$ cat src/rtl/ss_pkg.sv
// Shared types and helpers for the multi-channel edge detector.
package ss_pkg;

  typedef enum logic [1:0] {
    EDGE_NONE = 2'b00,
    EDGE_RISE = 2'b01,
    EDGE_FALL = 2'b10,
    EDGE_BOTH = 2'b11
  } ss_edge_mode_e;

  // Debounce counter width; never narrower than one bit.
  function automatic int ss_cnt_w(int n);
    int w;
    w = $clog2(n + 1);
    return (w < 1) ? 1 : w;
  endfunction

endpackage

$ cat src/rtl/ss_edge_channel.sv
// One channel: synchroniser, debounce counter, debounced level and edge pulse.
module ss_edge_channel
  import ss_pkg::*;
#(
  parameter int unsigned SYNC_STAGES  = 2,
  parameter int unsigned DEBOUNCE_CNT = 4
) (
  input  logic          clk_i,
  input  logic          rst_ni,
  input  logic          signal_i,
  input  ss_edge_mode_e mode_i,
  output logic          level_o,
  output logic          pulse_o,
  output logic          qualify_o
);

  logic [SYNC_STAGES-1:0] sync_q;
  logic                   synced;
  logic                   level_q, level_d;
  logic                   pulse_q;
  logic [1:0]             mode_bits;

  assign synced    = sync_q[SYNC_STAGES-1];
  assign mode_bits = mode_i;

  if (DEBOUNCE_CNT == 0) begin : g_bypass
    assign level_d = synced;
  end else begin : g_debounce
    localparam int unsigned CntW = ss_cnt_w(DEBOUNCE_CNT);
    logic [CntW-1:0] cnt_q, cnt_d;

    always_comb begin
      cnt_d   = cnt_q;
      level_d = level_q;
      if (synced == level_q) begin
        cnt_d = '0;
      end else if (cnt_q == CntW'(DEBOUNCE_CNT - 1)) begin
        level_d = synced;
        cnt_d   = '0;
      end else begin
        cnt_d = cnt_q + CntW'(1);
      end
    end

    always_ff @(posedge clk_i) begin
      if (!rst_ni) cnt_q <= '0;
      else         cnt_q <= cnt_d;
    end
  end

  // Mode is looked at only on the edge where the level actually changes.
  always_comb begin
    qualify_o = (level_d & ~level_q & mode_bits[0]) | (~level_d & level_q & mode_bits[1]);
  end

  always_ff @(posedge clk_i) begin
    if (!rst_ni) begin
      sync_q  <= '0;
      level_q <= 1'b0;
      pulse_q <= 1'b0;
    end else begin
      sync_q  <= {sync_q[SYNC_STAGES-2:0], signal_i};
      level_q <= level_d;
      pulse_q <= qualify_o;
    end
  end

  assign level_o = level_q;
  assign pulse_o = pulse_q;

endmodule

$ cat src/rtl/ss_edge_detect_multi.sv
// Multi-channel edge detector with sticky pending bits and a masked interrupt.
module ss_edge_detect_multi
  import ss_pkg::*;
#(
  parameter int unsigned N_CH         = 8,
  parameter int unsigned SYNC_STAGES  = 2,
  parameter int unsigned DEBOUNCE_CNT = 4
) (
  input  logic              i_clk,
  input  logic              i_rst_n,
  input  logic [N_CH-1:0]   i_signal,
  input  logic [2*N_CH-1:0] i_mode,
  input  logic [N_CH-1:0]   i_clr,
  input  logic [N_CH-1:0]   i_irq_en,
  output logic [N_CH-1:0]   o_level,
  output logic [N_CH-1:0]   o_pulse,
  output logic [N_CH-1:0]   o_pending,
  output logic              o_irq
);

  logic [N_CH-1:0] qualify;
  logic [N_CH-1:0] pending_q, pending_d;

  for (genvar k = 0; k < N_CH; k++) begin : g_ch
    ss_edge_channel #(
      .SYNC_STAGES (SYNC_STAGES),
      .DEBOUNCE_CNT(DEBOUNCE_CNT)
    ) u_ch (
      .clk_i    (i_clk),
      .rst_ni   (i_rst_n),
      .signal_i (i_signal[k]),
      .mode_i   (ss_edge_mode_e'(i_mode[2*k +: 2])),
      .level_o  (o_level[k]),
      .pulse_o  (o_pulse[k]),
      .qualify_o(qualify[k])
    );
  end

  // Set wins over a same-cycle clear.
  always_comb begin
    pending_d = (pending_q & ~i_clr) | qualify;
  end

  always_ff @(posedge i_clk) begin
    if (!i_rst_n) pending_q <= '0;
    else          pending_q <= pending_d;
  end

  assign o_pending = pending_q;
  assign o_irq     = |(pending_q & i_irq_en);

endmodule
$ cat config.mk
export PLATFORM = sky130hd
export DESIGN_NAME = ss_edge_detect_multi
export DESIGN_NICKNAME = d
export VERILOG_FILES = /design/src/rtl/ss_pkg.sv /design/src/rtl/ss_edge_channel.sv /design/src/rtl/ss_edge_detect_multi.sv
export SDC_FILE = /design/constraint.sdc
export NUM_CORES = 1
export LEC_CHECK = 0
export CORE_MARGIN = 2
export CORE_UTILIZATION = 47
export CTS_CLUSTER_SIZE = 12
export DETAILED_ROUTE_END_ITERATION = 10
export GPL_TIMING_DRIVEN = 0
export PLACE_DENSITY = 0.85
export SYNTH_ARGS = -nofsm -noshare
export SYNTH_HDL_FRONTEND = slang
export SYNTH_HIERARCHICAL = 1
export SYNTH_SLANG_ARGS = --single-unit
$ cat constraint.sdc
create_clock -name i_clk -period 1.5 [get_ports i_clk]
set_input_delay 0.15 -clock i_clk [delete_from_list [all_inputs] [get_ports i_clk]]
set_output_delay 0.15 -clock i_clk [all_outputs]
set_load 0.02 [all_outputs]
==> metrics.md, run 1 <==
| Metric | Value |
|---|---|
| # setup viols final | `0` |
| R2R depth | `5` |
| Residual DRC | `0` |
| Gr ovfl total | `0` |
| Cells along the critical path | `clkdlybuf4s50_1` |
| Initial antenna violation count | `0` |
| Syn Nets | `272` |
| Syn Inst Count | `214` |
| Synth top area cells | `dfxtp_1, ha_1, nand4b_1` |
| Worst vdd ir | `653.4 uV` |
| Min Clock Period, post-route | `1.470 ns` |
| Layout cells sized above 1 | `0.07797` |
| WL met2 | `2.313 mm` |
| Outcome | `complete, no violations` |
| Vias per cell | `4.805` |
| Setup TNS | `0 ns` |
| Clk sinks | `64` |
| Number of synthesized register bits | `64` |
| Top sig layer | `met4` |
| Worst-Margin Slew | `0.6624 ns` |
| H-tree levels | `3` |
| Detail Route Antenna Nets | `0` |
| Die area | `5752 um^2` |
| Commonest non-fill, non-tap cell in the layout | `dfxtp_1` |
| Max_cap viols | `0` |
| Synth Area per Inst | `11.34 um^2` |
| Worst hold path startpoint | `i_signal[1]` |
| Met3 WL | `233 um` |
| Seq/Total Area, Yosys | `0.5281` |
| Final wirelength | `4.569 mm` |
| Mapped Area | `2426 um^2` |
| Slew Limit Fails | `0` |
| Crit. path cell count | `1` |
| CP Launch Type | `register` |
| Hold path depth | `2` |
| Worst EP arrival | `1.32 ns` |
| CP endpoint kind | `primary output` |
| Post-CTS Setup Repair Bufs | `0` |
| Total track usage | `0.1669` |
| # port buffers | `66` |
| Die height | `75.85 um` |
| Crit-path slowest cell | `clkdlybuf4s50_1` |
| Hold Crit Class | `in2reg` |
| CP peak stage delay | `0.62 ns` |
| Post-DR wirelength/cell | `12.52 um` |
| Antenna fix cells | `0` |
| R2R setup slack | `0.25 ns` |
| Max-slew headroom | `0.5584` |
| Worst EP required | `1.35 ns` |
| Yosys top cell by area | `dfxtp_1` |
| Die boundary width | `75.85 um` |
| Clock transition at path regs | `0.06 ns` |
| Most frequent cells in the layout | `dfxtp_1, clkdlybuf4s50_1` |
| Post-route clock period utilization | `0.9800` |
| Area growth syn-to-layout | `37.70%` |
| Final HPWL DP | `3.258 mm` |
| First-pass GRT wire length | `7.044 mm` |
| Number of CTS-inserted buffers | `9` |
| CP Max Fanout | `3` |
| Via Count | `1,754` |
| Cell family with most CP delay | `buffers and inverters` |
| Buf/Inv on CP | `1` |
| Drt pass-1 iters | `4` |
| Power per cell area | `952.8 nW/um^2` |
| Post-Route M1 WL | `1.953 mm` |
| Final Wtd Congestion | `0.6997` |
| # nets final | `349` |
| Row cnt | `26` |
| Leakage | `0.001368 uW` |
| Utilization after layout | `0.6625` |
| Clk_lat worst skew | `0.32 ns` |
| Final hold vios | `0` |
| Core area | `5042 um^2` |
| Vias in the first global route | `1,631` |
| Crit Reg-Reg Startpoint | `g_ch[2].u_ch/g_debounce.cnt_q[0]` |
| Max Freq | `680.2 MHz` |
| Initial Util | `0.4811` |
| Maximum clock insertion buffer count | `2` |
| CTS tree | `done` |
| Hold Crit Endpoint | `g_ch[1].u_ch/sync_q[0]` |
| WS Path Type | `reg2out` |
| Initial drt markers | `36` |
| Layout Skew | `0.005799 ns` |
| Root buf cell | `clkbuf_8` |
| Largest net degree at the start of global routing | `42` |
| IO Pins | `67` |
| R2R Path End | `o_pending[2]` |
| Yosys cell types | `17` |
| Post-synth top area share | `0.5281` |
| Yosys warns | `6` |
| Filler cells | `416` |
-- logic make-up after synthesis --
group,after synthesis,share of synthesized area
mux,8,0.03301
buf+inv,9,0.01547
compound gates,20,0.06189
flops,64,0.5281
simple gates,89,0.2501
fa+ha+maj,16,0.08252
xor+xnor,8,0.02888
-- through the flow --
step | hold WS [ns] | instances | cell area (um^2) | setup slack (ns) | total power [uW]
2_1_floorplan | 0.2717 | 214 | 2426 | 0.3663 | 1830
3_3_place_gp | 0.4143 | 350 | 3174 | -0.5078 | 1959
3_5_place_dp | 0.4203 | 350 | 3174 | -0.5817 | 1965
4_1_cts | 0.3897 | 365 | 3329 | 0.001828 | 3221
5_1_grt | 0.4083 | 365 | 3341 | -0.01048 | 3298
6_report | 0.4022 | 365 | 3341 | 0.02995 | 3183
-- cell usage after synthesis (all sizes together) --
master,count
a21boi,8
buf,1
a22oi,4
inv,8
ha,16
o21a,8
nor3b,8
nor2b,16
mux2i,8
nor3,16
nand4b,16
nand2b,8
xnor2,8
dfxtp,64
and2,16
nand4,1
nand2,8
-- where the power goes --
group | switching (uW) | total, uW | internal [uW]
sequential | 14.7 | 1740 | 1730
combinational | 58.6 | 183 | 124
clock | 574 | 1260 | 685
-- registers in the layout (all words and copies together) (netlist names) --
register,count
g_ch.u_ch/level_o,8
g_ch.u_ch/pulse_o,8
o_pending,8
g_ch.u_ch/sync_q,16
g_ch.u_ch/g_debounce.cnt_q,24
-- timing repair --
action                                  CTS  global route
gates resized for setup                  13             7
endpoints found under the setup margin   42            37
hold buffers                              0             0
-- worst max path at each step --
stage / startpoint / end / slack [ns]
6_report: o_pending[4] / o_pending[4] / 0.03
3_5_place_dp: i_rst_n / g_ch[4].u_ch/g_debounce.cnt_q[0] / -0.58
2_1_floorplan: g_ch[0].u_ch/g_debounce.cnt_q[0] / o_pending[0] / 0.37
3_3_place_gp: i_rst_n / g_ch[0].u_ch/g_debounce.cnt_q[0] / -0.51
5_1_grt: o_pending[4] / o_pending[4] / -0.01
4_1_cts: o_pending[6] / o_pending[6] / 0.002
-- layout make-up --
class                           count  area [um^2]  share of cell area
Timing Repair Buffer               66        655.6              0.1963
Sequential cell                    64         1281              0.3835
Clock buffer                       15        166.4             0.04981
Buffer                              1        7.507            0.002247
Tap cell                           70        87.58             0.02622
Multi-Input combinational cell    141         1112              0.3330
Inverter                            8        30.03            0.008989
-- metal layers --
metal,GRT usage,vias up
met5,0,-
met4,0.09357,0
met3,0.04233,8
met2,0.2826,41
met1,0.1909,802
li1,-,903
(Power assumes the default switching activity.)
==> run 2, diff against run 1 <==
--- a/config.mk
+++ b/config.mk
@@ -6,11 +6,12 @@
 export NUM_CORES = 1
 export LEC_CHECK = 0
 export CORE_MARGIN = 2
-export CORE_UTILIZATION = 47
+export CORE_UTILIZATION = 49
+export CTS_BUF_LIST = sky130_fd_sc_hd__clkbuf_8
 export CTS_CLUSTER_SIZE = 12
 export DETAILED_ROUTE_END_ITERATION = 10
 export GPL_TIMING_DRIVEN = 0
-export PLACE_DENSITY = 0.85
+export PLACE_DENSITY = 0.88
 export SYNTH_ARGS = -nofsm -noshare
 export SYNTH_HDL_FRONTEND = slang
 export SYNTH_HIERARCHICAL = 1
==> metrics.md, run 2 (synthesis gave the netlist of run 1 again) <==
| Metric | Value |
|---|---|
| Outcome | `complete, no violations` |
| Layout Skew | `0.003971 ns` |
| # setup viols final | `0` |
| Vias in the first global route | `1,679` |
| Largest net degree at the start of global routing | `42` |
| Worst EP arrival | `1.31 ns` |
| Final HPWL DP | `3.301 mm` |
| Root buf cell | `clkbuf_8` |
| Finished Layout Cells | `362` |
| Max-slew headroom | `0.5598` |
| Post-DR wirelength/cell | `12.67 um` |
| H-tree levels | `3` |
| Die area | `5530 um^2` |
| Worst vdd ir | `592.5 uV` |
| Hold-fix buffers at CTS | `0` |
| Unrepaired setup endpoints after global routing | `no` |
| Die height | `74.37 um` |
| Detail Route Antenna Nets | `0` |
| Cells after DPL | `347` |
| Min Clock Period, post-route | `1.456 ns` |
| Post-CTS Setup Repair Bufs | `0` |
| Crit-path slowest cell | `clkdlybuf4s50_1` |
| CTS tree | `done` |
| Residual DRC | `0` |
| Number of flip-flops in the largest register | `24` |
| # port buffers | `66` |
| Max Freq | `686.8 MHz` |
| Area growth syn-to-layout | `37.44%` |
| Via Count | `1,769` |
| Most frequent cells in the layout | `dfxtp_1, clkdlybuf4s50_1` |
| Buf/Inv on CP | `1` |
| Final hold vios | `0` |
| Gr ovfl total | `0` |
| Crit Reg-Reg Startpoint | `g_ch[3].u_ch/g_debounce.cnt_q[0]` |
| Total track usage | `0.1721` |
| Clock transition at path regs | `0.06 ns` |
| Clk sinks | `64` |
| Antenna fix cells | `0` |
| Worst EP required | `1.35 ns` |
| Drt pass-1 iters | `4` |
| Slew Limit Fails | `0` |
| Initial drt markers | `45` |
| Maximum clock insertion buffer count | `2` |
| Die boundary width | `74.37 um` |
| Pre-CTS setup slack | `-0.5206 ns` |
| Cells along the critical path | `clkdlybuf4s50_1` |
| Worst Slack Setup Final | `0.04402 ns` |
| Pwr Total | `3192 uW` |
| Leakage | `0.001384 uW` |
| WS Path Type | `reg2out` |
| Clk_lat worst skew | `0.33 ns` |
| Core area | `4755 um^2` |
| CP peak stage delay | `0.62 ns` |
| Top flop regs | `g_ch.u_ch/g_debounce.cnt_q: 24 flops, g_ch.u_ch/sync_q: 16 flops` |
| Power per cell area | `957.3 nW/um^2` |
| Cell family with most CP delay | `buffers and inverters` |
| CP endpoint kind | `primary output` |
| Vias per cell | `4.887` |
| Number of CTS-inserted buffers | `9` |
| CP startpoint | `o_pending[4]` |
| Utilization after layout | `0.7013` |
| Layout cells sized above 1 | `0.09153` |
| Top reg by flops | `g_ch.u_ch/g_debounce.cnt_q` |
| CP Max Fanout | `3` |
| Hold Crit Class | `in2reg` |
| Worst-Margin Slew | `0.6603 ns` |
| IO Pins | `67` |
| # nets final | `349` |
| Max_cap viols | `0` |
| Post-route clock period utilization | `0.9707` |
| Final wirelength | `4.586 mm` |
| CP Launch Type | `register` |
| Worst hold path startpoint | `i_signal[2]` |
| Row cnt | `25` |
| Commonest non-fill, non-tap cell in the layout | `dfxtp_1` |
| Initial antenna violation count | `0` |
| R2R setup slack | `0.20 ns` |
| First-pass GRT wire length | `6.982 mm` |
| Initial Util | `0.5103` |
| Final Wtd Congestion | `0.7243` |
## run 2: where the power goes
| group | switching, uW | internal (uW) | leakage (uW) |
|---|---|---|---|
| Sequential | 14.9 | 1730 | 0.000519 |
| Clock | 601 | 668 | 0.0000947 |
| Combinational | 58.1 | 124 | 0.000770 |
## run 2: final cells by class
cell class                      count  area [um^2]
Sequential cell                    64         1281
Buffer                              1        7.507
Timing Repair Buffer               66        648.1
Inverter                            8        30.03
Clock buffer                       11        151.4
Multi-Input combinational cell    141         1112
Fill cell                         375         1420
Tap cell                           67        83.83
Clock inverter                      4        20.02
## run 2: routing by layer
metal	wire length, um	vias to the layer above	track usage
met1	1923	815	0.1895
li1	-	898	-
met2	2325	47	0.2940
met4	104	0	0.1131
met3	233	9	0.04201
met5	0	-	0
## run 2: per-stage QoR
step           hold slack [ns]  cell area, um^2  setup TNS, ns
3_3_place_gp            0.4133             3171         -23.76
2_1_floorplan           0.2717             2426              0
5_1_grt                 0.3895             3334              0
4_1_cts                 0.3763             3333              0
3_5_place_dp            0.4209             3171         -22.48
6_report                0.3919             3334              0
## run 2: path summary, 6_finish.rpt
check	endpoint	cells after the start
hold / removal	g_ch[2].u_ch/sync_q[0]	2
setup / recovery	o_pending[4]	1
hold reg to reg	g_ch[4].u_ch/g_debounce.cnt_q[0]	1
setup reg to reg	g_ch[3].u_ch/g_debounce.cnt_q[2]	4
## run 2: timing repair
action,4_1_cts,5_1_grt
setup endpoints to repair,43,33
gates resized for setup,14,7
hold endpoints to repair,0,0
